**config.mk**
```make
export PLATFORM = sky130hd
export DESIGN_NAME = multdiv_sequencer
export DESIGN_NICKNAME = d
export VERILOG_FILES = /design/src/rtl/multdiv_sequencer_pkg.sv /design/src/rtl/multdiv_sequencer_busy_counter.sv /design/src/rtl/multdiv_sequencer.sv
export SDC_FILE = /design/constraint.sdc
export NUM_CORES = 1
export LEC_CHECK = 0
export CAP_MARGIN = 20
export CORE_MARGIN = 8
export CORE_UTILIZATION = 31
export CTS_CLUSTER_DIAMETER = 30
export CTS_CLUSTER_SIZE = 20
export DETAILED_ROUTE_END_ITERATION = 10
export GPL_TIMING_DRIVEN = 0
export PLACE_DENSITY_LB_ADDON = 0.05
export SYNTH_ARGS = -nofsm -noshare
export SYNTH_HDL_FRONTEND = slang
export SYNTH_SLANG_ARGS = --single-unit
export TNS_END_PERCENT = 50
```
**constraint.sdc**
```tcl
create_clock -name clock -period 1.65 [get_ports clock]
set_input_delay 0.495 -clock clock [delete_from_list [all_inputs] [get_ports clock]]
set_output_delay 0.495 -clock clock [all_outputs]
set_load 0.005 [all_outputs]
```
**src/rtl/multdiv_sequencer_pkg.sv**
```systemverilog
// Shared encodings for the mult/div sequencer: FSM states, decode fields,
// and the rstatus register and status codes.
package multdiv_sequencer_pkg;

  typedef enum logic [1:0] {
    ST_IDLE = 2'b00,
    ST_BUSY = 2'b01,
    ST_DONE = 2'b10
  } md_state_e;

  localparam logic [4:0]  OP_RTYPE    = 5'b00000;
  localparam logic [4:0]  ALU_MULT    = 5'b00110;
  localparam logic [4:0]  ALU_DIV     = 5'b00111;
  localparam logic [4:0]  REG_RSTATUS = 5'd30;
  localparam logic [31:0] STATUS_MULT = 32'd4;
  localparam logic [31:0] STATUS_DIV  = 32'd5;

endpackage

```
**src/rtl/multdiv_sequencer_busy_counter.sv**
```systemverilog
// Saturating busy-cycle counter with synchronous clear and a terminal-count
// flag that is raised while the count equals TC_VAL.
module md_busy_counter #(
  parameter int CNT_W  = 6,
  parameter int TC_VAL = 39
) (
  input  logic clock,
  input  logic reset,
  input  logic i_clr,
  input  logic i_inc,
  output logic o_tc
);

  localparam logic [CNT_W-1:0] CNT_MAX = '1;
  localparam logic [CNT_W-1:0] CNT_TC  = CNT_W'(TC_VAL);

  logic [CNT_W-1:0] r_cnt;

  always_ff @(posedge clock) begin
    if (reset || i_clr)
      r_cnt <= '0;
    else if (i_inc && (r_cnt != CNT_MAX))
      r_cnt <= r_cnt + 1'b1;
  end

  assign o_tc = (r_cnt == CNT_TC);

endmodule

```
**src/rtl/multdiv_sequencer.sv**
```systemverilog
// Sequences the multi-cycle mult/div unit from the X stage: pulses the start
// control, holds the front of the pipe, then steers result/status into X/M.
module multdiv_sequencer
  import multdiv_sequencer_pkg::*;
#(
  parameter int TIMEOUT_CYCLES = 40,
  parameter int CNT_W          = 6
) (
  input  logic        clock,
  input  logic        reset,
  input  logic [4:0]  ex_opcode,
  input  logic [4:0]  ex_aluop,
  input  logic [4:0]  ex_rd,
  input  logic        md_result_rdy,
  input  logic        md_exception,
  output logic        md_ctrl_mult,
  output logic        md_ctrl_div,
  output logic        stall,
  output logic        bubble_xm,
  output logic        md_done,
  output logic        md_wb_en,
  output logic [4:0]  md_wb_reg,
  output logic [31:0] md_status_val,
  output logic        md_timeout
);

  md_state_e r_state, w_next;
  logic      r_op_div, r_exc, r_tmo;
  logic      w_is_mult, w_is_div, w_start, w_tc;

  assign w_is_mult = (ex_opcode == OP_RTYPE) && (ex_aluop == ALU_MULT);
  assign w_is_div  = (ex_opcode == OP_RTYPE) && (ex_aluop == ALU_DIV);
  assign w_start   = w_is_mult || w_is_div;

  // Counter only runs in BUSY; first BUSY cycle sees count 0.
  md_busy_counter #(
    .CNT_W  (CNT_W),
    .TC_VAL (TIMEOUT_CYCLES - 1)
  ) u_busy_cnt (
    .clock (clock),
    .reset (reset),
    .i_clr (r_state != ST_BUSY),
    .i_inc (r_state == ST_BUSY),
    .o_tc  (w_tc)
  );

  always_ff @(posedge clock) begin
    if (reset) begin
      r_state  <= ST_IDLE;
      r_op_div <= 1'b0;
      r_exc    <= 1'b0;
      r_tmo    <= 1'b0;
    end else begin
      r_state <= w_next;
      case (r_state)
        ST_IDLE: if (w_start) begin
          r_op_div <= w_is_div;
          r_exc    <= 1'b0;
          r_tmo    <= 1'b0;
        end
        ST_BUSY: begin
          // rdy takes priority over the watchdog in the same cycle
          if (md_result_rdy) r_exc <= md_exception;
          else if (w_tc)     r_tmo <= 1'b1;
        end
        default: ;
      endcase
    end
  end

  always_comb begin
    w_next        = r_state;
    md_ctrl_mult  = 1'b0;
    md_ctrl_div   = 1'b0;
    stall         = 1'b0;
    bubble_xm     = 1'b0;
    md_done       = 1'b0;
    md_wb_en      = 1'b0;
    md_wb_reg     = 5'd0;
    md_status_val = 32'd0;
    md_timeout    = 1'b0;
    case (r_state)
      ST_IDLE: if (w_start) begin
        md_ctrl_mult = w_is_mult;
        md_ctrl_div  = w_is_div;
        stall        = 1'b1;
        bubble_xm    = 1'b1;
        w_next       = ST_BUSY;
      end
      ST_BUSY: begin
        stall     = 1'b1;
        bubble_xm = 1'b1;
        if (md_result_rdy || w_tc) w_next = ST_DONE;
      end
      ST_DONE: begin
        md_done = 1'b1;
        w_next  = ST_IDLE;
        if (r_exc || r_tmo) begin
          md_wb_en      = 1'b1;
          md_wb_reg     = REG_RSTATUS;
          md_status_val = r_op_div ? STATUS_DIV : STATUS_MULT;
          md_timeout    = r_tmo;
        end else begin
          md_wb_en  = (ex_rd != 5'd0);
          md_wb_reg = ex_rd;
        end
      end
      default: w_next = ST_IDLE;
    endcase
  end

endmodule

```
==> summary.txt <==
Status
  – Status: finished with violations
  – Failing checks: setup timing

Logic synthesis
  – Synth Instances: about 110
  – Number of synthesized flops with an enable pin: 0
  – Distinct cells, synth: 35
  – Synth area leaders: buf_4, dfxtp_1, nor2_1
  – Cell taking the most area after synthesis: buf_4
  – Post-Syn Area per Cell: slightly above 8 µm²
  – Top-area cell type share of the netlist area: 0.268
  – #FFs+latches synth: 11
  – Sequential element share of the synthesized area: 0.253
  – FFs w/ async S/R, synth: 0
  – YS warnings: 0
  – Post-synth top flop: dfxtp_1
  – Synth Cell Area: between 800 and 900 µm²

Final layout
  – Fillers: 269
  – Area grow syn2layout: 69.9%
  – Final core utilization: 0.545
  – # diodes: 0
  – Register Area: 225 µm²
  – Footprint of the multi-input gates: 552 µm²
  – Fin area: around 1500 µm²
  – Share of cells above drive strength 1: 0.423
  – Nets: just over 200

GRT
  – Met1 Resource Use GR: 0.0944
  – Global route overflow: 0
  – Total GRT Usage: 0.0975
  – Busiest grt layer: met2
  – Global-route met3 utilization: 0.0226
  – Vias in the first global route: just over 800
  – Initial antenna violation count: 0
  – First-pass GRT wire length: 3600 µm
  – Largest net degree at the start of global routing: 8
  – Grt met2 use: 0.192

Drt
  – DRT Wirelength: 2490 µm
  – Antenna Violating Nets Remaining: 0
  – Routed len/inst: 11.7 µm
  – Vias: around 870
  – Initial DRC Count: 20
  – # DRC: 0
  – Vias per cell: approximately 4.1
  – 1st-pass router iterations: 4

STA
  – Pins over their slew limit: 0
  – Final setup viols: 14
  – Period utilisation layout: 1.18
  – Setup Skew: ~2.2 ps
  – Hold WS: just under 500 ps
  – Final Critical Period: between 1500 and 2000 ps
  – RSZ-0062 raised after global routing: yes
  – Fmax: 514 MHz
  – Fin. Hold Viols: 0
  – Setup_tns: -2160 ps
  – Final Worst Setup Slack: -295 ps

Floorplanning
  – Core outline area: 2710 µm²
  – Core Rows: 19
  – Total die area: 4760 µm²
  – I/O pins: 63
  – Die width: around 69 µm
  – Initial Util: 0.321
  – Die height: 69.0 µm

Place
  – PortBufs: 32
  – Pre-CTS setup slack: -1030 ps
  – Detailed Place HPWL: 2000 µm
  – GPL Wtd Cong: ~0.74
  – Post-DP Area: between 1000 and 1500 µm²

Worst setup path
  – Crit start category: input pin
  – Critical path arrival: approximately 1500 ps
  – Worst EP required: 1150 ps
  – Critical Path Max Stage Delay: 270 ps
  – CP Max Fanout: 4
  – Crit end category: output port
  – Crit Path Class: input pin to output port
  – CP max-delay cell: and4bb_2
  – Critical-path cell list: clkdlybuf4s15_1 -> and4bb_2 -> buf_6 -> nand4b_4 -> inv_2 -> and2_4 -> buf_6
  – Most frequent CP cell: buf_6

Clock network
  – TritonCTS buffer count: 3
  – CTS Buffer Depth: 2
  – CTS root buf: clkbuf_4
  – Clk_lat worst skew: ~270 ps
  – Clock Sinks: 11
  – Worst-path clk slew: about 70 ps
  – CTS H-Tree Depth: 1
  – CTS tree: built

Power and ir drop
  – VDD IR-drop max: 0.397 mV
  – PwrDens: about 390 nW/µm²
  – P_leak: between 0.0008 and 0.0009 µW

Worst hold path
  – HP Class: register to register

Job
  – Max cap viols: 0
-- placed cells by master (no fill, tap or decap), types with 4 or more instances in the layout --
master           instances
buf_4                   41
conb_1                  30
o21a_1                   4
dfxtp_1                  9
nor2_1                  11
clkdlybuf4s50_1          6
dlygate4sd2_1            5
clkdlybuf4s15_1          7
buf_2                    8
buf_6                    9
-- critical path, delay by kind of cell --
kind	cells	cell delay [ps]
AND/OR/NAND/NOR	3	530
buffers and inverters	4	430
-- kinds of logic (layout without fill, tap and decap cells) --
| group | Yosys count | count (layout) | share of synthesized area |
|---|---|---|---|
| muxes | 2 | 2 | 0.0230 |
| buffers and inverters | 35 | 83 | 0.286 |
| DFF | 11 | 11 | 0.253 |
| AOI/OAI and AO/OA | 11 | 11 | 0.0892 |
| xor gates and xnor gates | 3 | 3 | 0.0302 |
| other | 1 | 30 | 0.00431 |
| adders and majority gates | 1 | 1 | 0.0144 |
| and+or+nand+nor | 41 | 41 | 0.299 |
-- state kept, by name, summed over array words and instances (netlist names) --
| name | cells |
|---|---|
| r_op_div | 1 |
| r_state | 2 |
| r_exc | 1 |
| u_busy_cnt.r_cnt | 6 |
| r_tmo | 1 |
-- cell type report --
class	count	share of cell area
buffer	33	0.170
multi-input combinational	88	0.373
timing repair buffer	44	0.255
sequential	11	0.152
clock buffer	4	0.0178
tap	31	0.0262
inverter	2	0.00508
-- power breakdown --
part	internal (µW)	leakage [µW]	switching [µW]	total (µW)
combinational	82.2	0.000702	47.8	130
sequential	264	0.0000899	0.150	264
clock	93.7	0.0000150	91.4	185
total	440	0.000807	139	579
-- Yosys cell counts (all sizes together), types with 2 or more instances --
master  count
nand2       3
o21a        4
inv         2
xor2        3
nand2b      2
nor2b       2
dfxtp      11
nor2       13
nor3        4
a31oi       2
and3        2
nand3       3
buf        32
and2        4
mux2i       2
-- through the flow --
step,instances,power [µW]
floorplan,134,346
global placement,197,396
detailed placement,197,397
CTS,213,580
global route,213,609
finish,213,579
-- path summary, 6_finish.rpt --
path,startpoint,to,slack [ps],cells past startpoint
hold reg to reg,r_exc$_SDFFE_PP0P_,r_exc$_SDFFE_PP0P_,500,2
setup reg to reg,u_busy_cnt.r_cnt[0]$_SDFFE_PP0P_,u_busy_cnt.r_cnt[1]$_SDFFE_PP0P_,230,5
hold / removal,r_exc$_SDFFE_PP0P_,r_exc$_SDFFE_PP0P_,500,2
setup / recovery,ex_aluop[1],md_ctrl_div,-290,7
-- timing repair --
item / in CTS / in global routing
resized for setup: 88 / 8
endpoints found under the setup margin: 14 / 14
setup buffers: 12 / 1
hold buffers: 0 / 0
pin swaps: 9 / 3
-- routing by layer --
| layer | routed length [µm] | part of all wire |
|---|---|---|
| met3 | 309 | 0.12 |
| met1 | 830 | 0.33 |
| met2 | 1320 | 0.53 |
| met5 | 0 | 0 |
| met4 | 30 | 0.012 |
Note: power is estimated with default switching activity, not from simulation.
